$ cat config.mk
export PLATFORM = sky130hd
export DESIGN_NAME = app_pio_spi_bridge
export DESIGN_NICKNAME = d
export VERILOG_FILES = /design/src/rtl/app_pio_spi_bridge.sv
export SDC_FILE = /design/constraint.sdc
export NUM_CORES = 1
export LEC_CHECK = 0
export ABC_AREA = 1
export BUFFER_PORTS_ARGS = -buffer_cell sky130_fd_sc_hd__buf_2
export CAP_MARGIN = 30
export CORE_UTILIZATION = 40
export CTS_CLUSTER_DIAMETER = 100
export DETAILED_ROUTE_END_ITERATION = 7
export HOLD_SLACK_MARGIN = 0.06
export PLACE_DENSITY = 0.56
export SLEW_MARGIN = 20
export SYNTH_ARGS = -nofsm -noshare
export SYNTH_HDL_FRONTEND = slang
export SYNTH_SLANG_ARGS = --single-unit
$ cat constraint.sdc
create_clock -name clk50_clk -period 3.7 [get_ports clk50_clk]
set_input_delay 0.555 -clock clk50_clk [delete_from_list [all_inputs] [get_ports clk50_clk]]
set_output_delay 0.555 -clock clk50_clk [all_outputs]
set_load 0.01 [all_outputs]
$ cat src/rtl/app_pio_spi_bridge.sv
// rtl/app_pio_spi_bridge.sv - PIO toggle-handshake to mode-0 SPI master bridge
// One 24-bit SPI transfer per request toggle; response and ack toggle returned on the input PIO.
module app_pio_spi_bridge #(
  parameter int NUM_CS   = 8,
  parameter int CLK_DIV  = 5,
  parameter int CS_SETUP = 4,
  parameter int CS_HOLD  = 4
) (
  input  logic              clk50_clk,
  input  logic              reset_reset_n,
  input  logic [31:0]       app_pio_out_port,
  output logic [31:0]       app_pio_in_port,
  output logic              spi_sclk,
  output logic              spi_mosi,
  input  logic              spi_miso,
  output logic [NUM_CS-1:0] spi_cs_n
);

  typedef enum logic [2:0] {
    S_IDLE,
    S_ARM,
    S_ERR,
    S_SETUP,
    S_SHIFT,
    S_HOLD,
    S_DONE
  } state_t;

  localparam logic [3:0]  NUM_CS_W   = 4'(NUM_CS);
  localparam logic [15:0] DIV_LAST   = 16'(CLK_DIV - 1);
  localparam logic [15:0] SETUP_LAST = 16'(CS_SETUP - 1);
  localparam logic [15:0] HOLD_LAST  = 16'(CS_HOLD - 1);

  state_t      state;
  logic [15:0] cnt;
  logic [4:0]  bit_cnt;
  logic        high_phase;
  logic [2:0]  sel_q;
  logic [23:0] tx_sr;
  logic [23:0] rx_sr;
  logic        miso_s1;
  logic        miso_s2;
  logic        ack;
  logic        busy;
  logic [2:0]  sel_echo;
  logic        sel_err;
  logic [23:0] resp;
  logic [NUM_CS-1:0] cs_hot;
  logic        unused_pio;

  assign unused_pio = ^app_pio_out_port[27:24];

  assign app_pio_in_port = {ack, busy, sel_echo, sel_err, 2'b00, resp};

  always_comb begin
    cs_hot = '0;
    for (int i = 0; i < NUM_CS; i++) begin
      cs_hot[i] = (sel_q == 3'(i));
    end
  end

  always_ff @(posedge clk50_clk or negedge reset_reset_n) begin
    if (!reset_reset_n) begin
      state      <= S_IDLE;
      cnt        <= '0;
      bit_cnt    <= '0;
      high_phase <= 1'b0;
      sel_q      <= '0;
      tx_sr      <= '0;
      rx_sr      <= '0;
      miso_s1    <= 1'b0;
      miso_s2    <= 1'b0;
      ack        <= 1'b0;
      busy       <= 1'b0;
      sel_echo   <= '0;
      sel_err    <= 1'b0;
      resp       <= '0;
      spi_sclk   <= 1'b0;
      spi_mosi   <= 1'b0;
      spi_cs_n   <= '1;
    end else begin
      miso_s1 <= spi_miso;
      miso_s2 <= miso_s1;
      case (state)
        S_IDLE: begin
          if (app_pio_out_port[31] != ack) begin
            sel_q <= app_pio_out_port[30:28];
            tx_sr <= app_pio_out_port[23:0];
            busy  <= 1'b1;
            state <= S_ARM;
          end
        end
        // Decode cycle between the sampling edge and chip-select/error action.
        S_ARM: begin
          if ({1'b0, sel_q} >= NUM_CS_W) begin
            state <= S_ERR;
          end else begin
            spi_cs_n <= ~cs_hot;
            spi_mosi <= tx_sr[23];
            cnt      <= '0;
            state    <= S_SETUP;
          end
        end
        S_ERR: begin
          sel_err  <= 1'b1;
          sel_echo <= sel_q;
          ack      <= ~ack;
          busy     <= 1'b0;
          state    <= S_IDLE;
        end
        S_SETUP: begin
          if (cnt == SETUP_LAST) begin
            cnt        <= '0;
            bit_cnt    <= '0;
            high_phase <= 1'b0;
            state      <= S_SHIFT;
          end else begin
            cnt <= cnt + 16'd1;
          end
        end
        S_SHIFT: begin
          if (cnt != DIV_LAST) begin
            cnt <= cnt + 16'd1;
          end else if (!high_phase) begin
            cnt        <= '0;
            high_phase <= 1'b1;
            spi_sclk   <= 1'b1;
          end else begin
            // Last high cycle: capture MISO, drop SCLK and present the next MOSI bit.
            cnt        <= '0;
            high_phase <= 1'b0;
            spi_sclk   <= 1'b0;
            rx_sr      <= {rx_sr[22:0], miso_s2};
            tx_sr      <= {tx_sr[22:0], 1'b0};
            spi_mosi   <= tx_sr[22];
            if (bit_cnt == 5'd23) begin
              state <= S_HOLD;
            end else begin
              bit_cnt <= bit_cnt + 5'd1;
            end
          end
        end
        S_HOLD: begin
          if (cnt == HOLD_LAST) begin
            cnt      <= '0;
            spi_cs_n <= '1;
            state    <= S_DONE;
          end else begin
            cnt <= cnt + 16'd1;
          end
        end
        S_DONE: begin
          resp     <= rx_sr;
          sel_echo <= sel_q;
          sel_err  <= 1'b0;
          ack      <= ~ack;
          busy     <= 1'b0;
          state    <= S_IDLE;
        end
        default: state <= S_IDLE;
      endcase
    end
  end

endmodule

After elaboration in Yosys (flattened, before gate mapping)
Cells that the tools add are included.
- input port bits: 35
- output and inout port bits: 42
- logic and storage cells: 98
- register bits after elaboration: 118
- reductions and logical operators: 21
- muxes and demuxes: 31
- bitwise logic cells: 3
- equality and inequality tests: 24
- $add $sub $neg: 2
- operators by type and width (cell ; count):
    $mux 24 ; 3
    $pmux 16 s3 ; 1
    $pmux 24 s2 ; 1
    $mux 16 ; 2
    $eq 3x3->1 const B ; 7
    $mux 5 ; 4
    $mux 3 ; 6
    $add 16x1->16 const B ; 1
    $eq 16x2->1 const B ; 1
    $ne 16x3->1 const B ; 1
    $pmux 8 s2 ; 1
    $pmux 3 s5 ; 1
    $ne 2x2->1 const B ; 7
    $eq 3x2->1 const B ; 4
    $reduce_bool 2->1 ; 6
    $pmux 5 s2 ; 1
    $reduce_and 3->1 ; 3
    $mux 8 ; 1
    $not 8->8 ; 1
    $pmux 1 s2 ; 4
    $reduce_and 2->1 ; 4
    $eq 3x1->1 const B ; 2
    $logic_not 3->1 ; 2
    $mux 1 ; 6
    other kinds (9) ; 11

Longest topological paths before layout
- depth after elaboration: 5
- gate-level depth with buffers: 11
- depth with buffers taken out: 11

Worst setup path after synthesis
Ideal clock, no wire load.
- kind: flip-flop to flip-flop
- start: reg cnt[0]
- end: reg tx_sr[14]
- data arrival time: 1474 ps
- setup time: 123 ps
- data required time: 3577 ps
- period minus slack after synthesis: 1597 ps
- path buffers: 2
- stages on the path, launching flop included: 12
- setup slack: 2103 ps
- cell sequence: dfrtp_1 inv_1 ha_1 nand3_2 nor2_4 nand2_2 nand2_4 nand4_4 buf_6 buf_6 nand2_2 o21ai_2
- longest elaborated chain between the ends: 3
- RTL lines (item ; RTL line ; RTL):
    start: declaration ; 35 ; logic [15:0] cnt;
    start signal: assignment ; 118 ; cnt <= cnt + 16'd1;
    start signal: assignment ; 123 ; cnt <= cnt + 16'd1;
    start signal: assignment ; 149 ; cnt <= cnt + 16'd1;
    $ne 16x3->1 ; 122 ; if (cnt != DIV_LAST) begin
    $ne 2x2->1 (no line) ; - ;
    $reduce_and 4->1 (no line) ; - ;
    end signal: assignment ; 88 ; tx_sr <= app_pio_out_port[23:0];
    end signal: assignment ; 134 ; tx_sr <= {tx_sr[22:0], 1'b0};
    end: declaration ; 39 ; logic [23:0] tx_sr;
Every way passes these cells.
A chain may end at the register's enable or synchronous reset.

Final worst setup path
- start: reg state[0]
- end: reg rx_sr[7]
- longest elaborated chain between the ends: 2
- RTL lines (item ; RTL line ; RTL):
    start: declaration ; 34 ; state_t state;
    start signal: assignment ; 64 ; state <= S_IDLE;
    start signal: assignment ; 90 ; state <= S_ARM;
    start signal: assignment ; 96 ; state <= S_ERR;
    $eq 3x3->1 ; 84 ; case (state)
    $reduce_and 3->1 (no line) ; - ;
    end signal: assignment ; 133 ; rx_sr <= {rx_sr[22:0], miso_s2};
    end: declaration ; 40 ; logic [23:0] rx_sr;
Every way passes these cells.

==> flow_summary.ini <==
[cells_and_area]
layout.nets = 721
diodes = 0
layout_common_cells = 155 x nand2_1, 110 x dfrtp_1, 69 x buf_2
drive_gt1_frac = 0.2604
synthToLayoutAreaGrowth_pct = 18.83
layout_commonest_cell = nand2_1

[global_routing]
gr-total-overflow = 0
grt.total_usage = 0.1673
antenna_found_initial = 0
grt_max_degree = 70
grt_pass1_wl_um = 18960
grt_pass1_vias = 4089

[run_status]
status = finished, final reports clean

[power_and_ir_drop]
p_leak_nw = 3.102
power.density_nw_per_um2 = 445.8
ir_worst_vdd_mv = 0.3164

[sta]
finalWorstSetupSlack_ns = 1.473
setup-violations-final = 0
hold_slack_ns = 0.05936
slew_violations = 0
rsz0062_at_grt = no
tns_ns = 0
post-route-period-util = 0.6019
relSlewSlack = 0.5075
hold_viol = 0
post-route-min-period_ns = 2.227
worst_slew_pin_slew_ns = 0.7387
fmax_mhz = 449.0
finClkSkew_ns = 0.007099

[setup_path]
crit_path_top_delay_cell = dfrtp_1
worstSetupStartpointType = register
arrival_ns = 2.55
cp-end-kind = register
cp_top_family = simple AND/OR/NAND/NOR gates
crit_path_start = state[0]$_DFFE_PN0P_
criticalPathCategory = register to register
crit_path_cell_trace = nor2_4 -> nand2_4 -> inv_6 -> nand3_4 -> nor2_4 -> buf_16 -> nand2_1 -> o21ai_0
r2r-start = state[0]$_DFFE_PN0P_
rr_worst_depth = 8
regToRegSetupSlack_ns = 1.47
critPathMostFrequentCell = nor2_4
cp_max_fo = 29
cp_num_buf_inv = 2
critPathRequiredTime_ns = 4.02
cpPeakStageDelay_ns = 0.47
r2r_end = rx_sr[7]$_DFFE_PN0P_

[die]
core_um2 = 13450
num_rows = 42
pin_count = 77
start_util = 0.4150
die_area_um2 = 14430
die_h_um = 120.1
fp.dieW_um = 120.1

[synth]
yosysWarningCount = 0
synthDistinctLibCells = 35
yosysSeqAreaShare = 0.5307
yosys-mux-area-fraction = 0.03944
synth_xor_area_frac = 0.009413
synth_compound_area_frac = 0.1233
synth-seq-cells = 118
synth_area_um2 = 5583
synth_cells = 614
synth-edff-count = 0
synth_ff_type = dfrtp_1
async_flop_share = 1.000
synthSimpleGateAreaFrac = 0.2140
synth_fa_ha_area_frac = 0.006723
syn-mean-instance-area_um2 = 9.093
synth_top_family_by_area = simple AND/OR/NAND/NOR gates

[clock_network]
hold_buffers = 0
cts_buffer_depth = 2
clock_sinks = 118
clkLatencyLatePin_ns = 0.41
cts_max_level = 4
cts-root-buf = clkbuf_16
cts_buffers = 17
cts_setup_buffers = 0
cts_tree = built
clkSlewWorstSetupHoldPaths_ns = 0.05
ctsResizeCount = 0

[route]
drt-pass1-iter-count = 4
route.vias.total = 4155
wl_per_cell_um = 12.29
route.detailed.drc = 0
vias_per_cell = 4.770
drt_iter0_drc = 155
drt_wl_total_um = 10700
drtAntennaViolNets = 0

[min_path]
hold_class = input pin to asynchronous set/reset pin

[placement]
io_buffers = 70
pre_cts_ws_ns = 1.188
dp_hpwl_um = 7071
place.gp.congestion = 0.8144

[job]
maxCapViolations = 0
[Yosys cell counts, types with 6 or more instances]
cell	number	area, µm²
nand2_2	24	150.1
o21ai_0	49	245.2
buf_6	8	90.09
nor2_4	6	67.56
nand2_1	155	581.8
inv_1	49	183.9
dfstp_2	8	210.2
mux2i_1	22	220.2
nand3_1	15	75.07
nor3_1	7	35.03
buf_4	10	75.07
a21oi_1	7	35.03
o21ai_1	32	160.2
nor2_1	42	157.7
o21ai_2	20	175.2
inv_2	9	33.78
dfrtp_1	110	2753
[metal layers]
layer / part of all wire / track usage / routed length (µm)
met5: 0 / 0 / 0
met4: 0.011 / 0.06094 / 118
met3: 0.044 / 0.05894 / 472
met2: 0.46 / 0.2525 / 4896
met1: 0.49 / 0.2206 / 5216
[per-stage QoR]
| step | utilization | power (mW) | cells | instance area [µm²] |
|---|---|---|---|---|
| after floorplan | - | 1.325 | 615 | 5587 |
| after global placement | 0.4448 | 1.368 | 837 | 5983 |
| after detailed placement | 0.4448 | 1.369 | 837 | 5983 |
| after CTS | 0.4881 | 2.991 | 868 | 6566 |
| after global routing | 0.4931 | 3.066 | 871 | 6634 |
| final | 0.4931 | 2.957 | 871 | 6634 |
[registers in the layout, indices dropped and copies added, names as in the netlist]
register and cells:
resp 24, miso_s2 1, rx_sr 24, spi_sclk 1, high_phase 1, tx_sr 24, sel_echo 3, state 3
cnt 16, miso_s1 1, sel_q 3, spi_cs_n 8, bit_cnt 5, sel_err 1, busy 1, ack 1
spi_mosi 1
[worst max path at each step]
stage / slack, ns / depth (start not counted) / to
finish: 1.47 / 8 / rx_sr[7]$_DFFE_PN0P_
global route: 1.28 / 8 / rx_sr[2]$_DFFE_PN0P_
CTS: 1.17 / 6 / rx_sr[15]$_DFFE_PN0P_
detailed placement: 1.19 / 7 / tx_sr[6]$_DFFE_PN0P_
global placement: 1.25 / 7 / tx_sr[3]$_DFFE_PN0P_
floorplan: 2.10 / 11 / tx_sr[14]$_DFFE_PN0P_
[logic make-up after synthesis]
logic type,count (synthesis)
AND/OR/NAND/NOR,262
AO/OA/AOI/OAI,118
flip-flops,118
buffers and inverters,84
multiplexers,22
XOR/XNOR,6
adder cells (fa/ha/maj),3
other,1
[power breakdown]
group          total [mW]  internal [mW]  switching (mW)
logic              0.0503         0.0175          0.0328
clock network        1.61           1.02           0.592
registers            1.30           1.30         0.00145
[cell type report]
type	count	area, µm²
Clock buffer	19	452.9
Clock inverter	12	130.1
Fill cell	1323	6819
Inverter	59	226.5
Multi-Input combinational cell	413	2201
Sequential cell	118	2963
Tap cell	176	220.2
Timing Repair Buffer	74	440.4
Note: power is estimated with default switching activity, not from simulation.
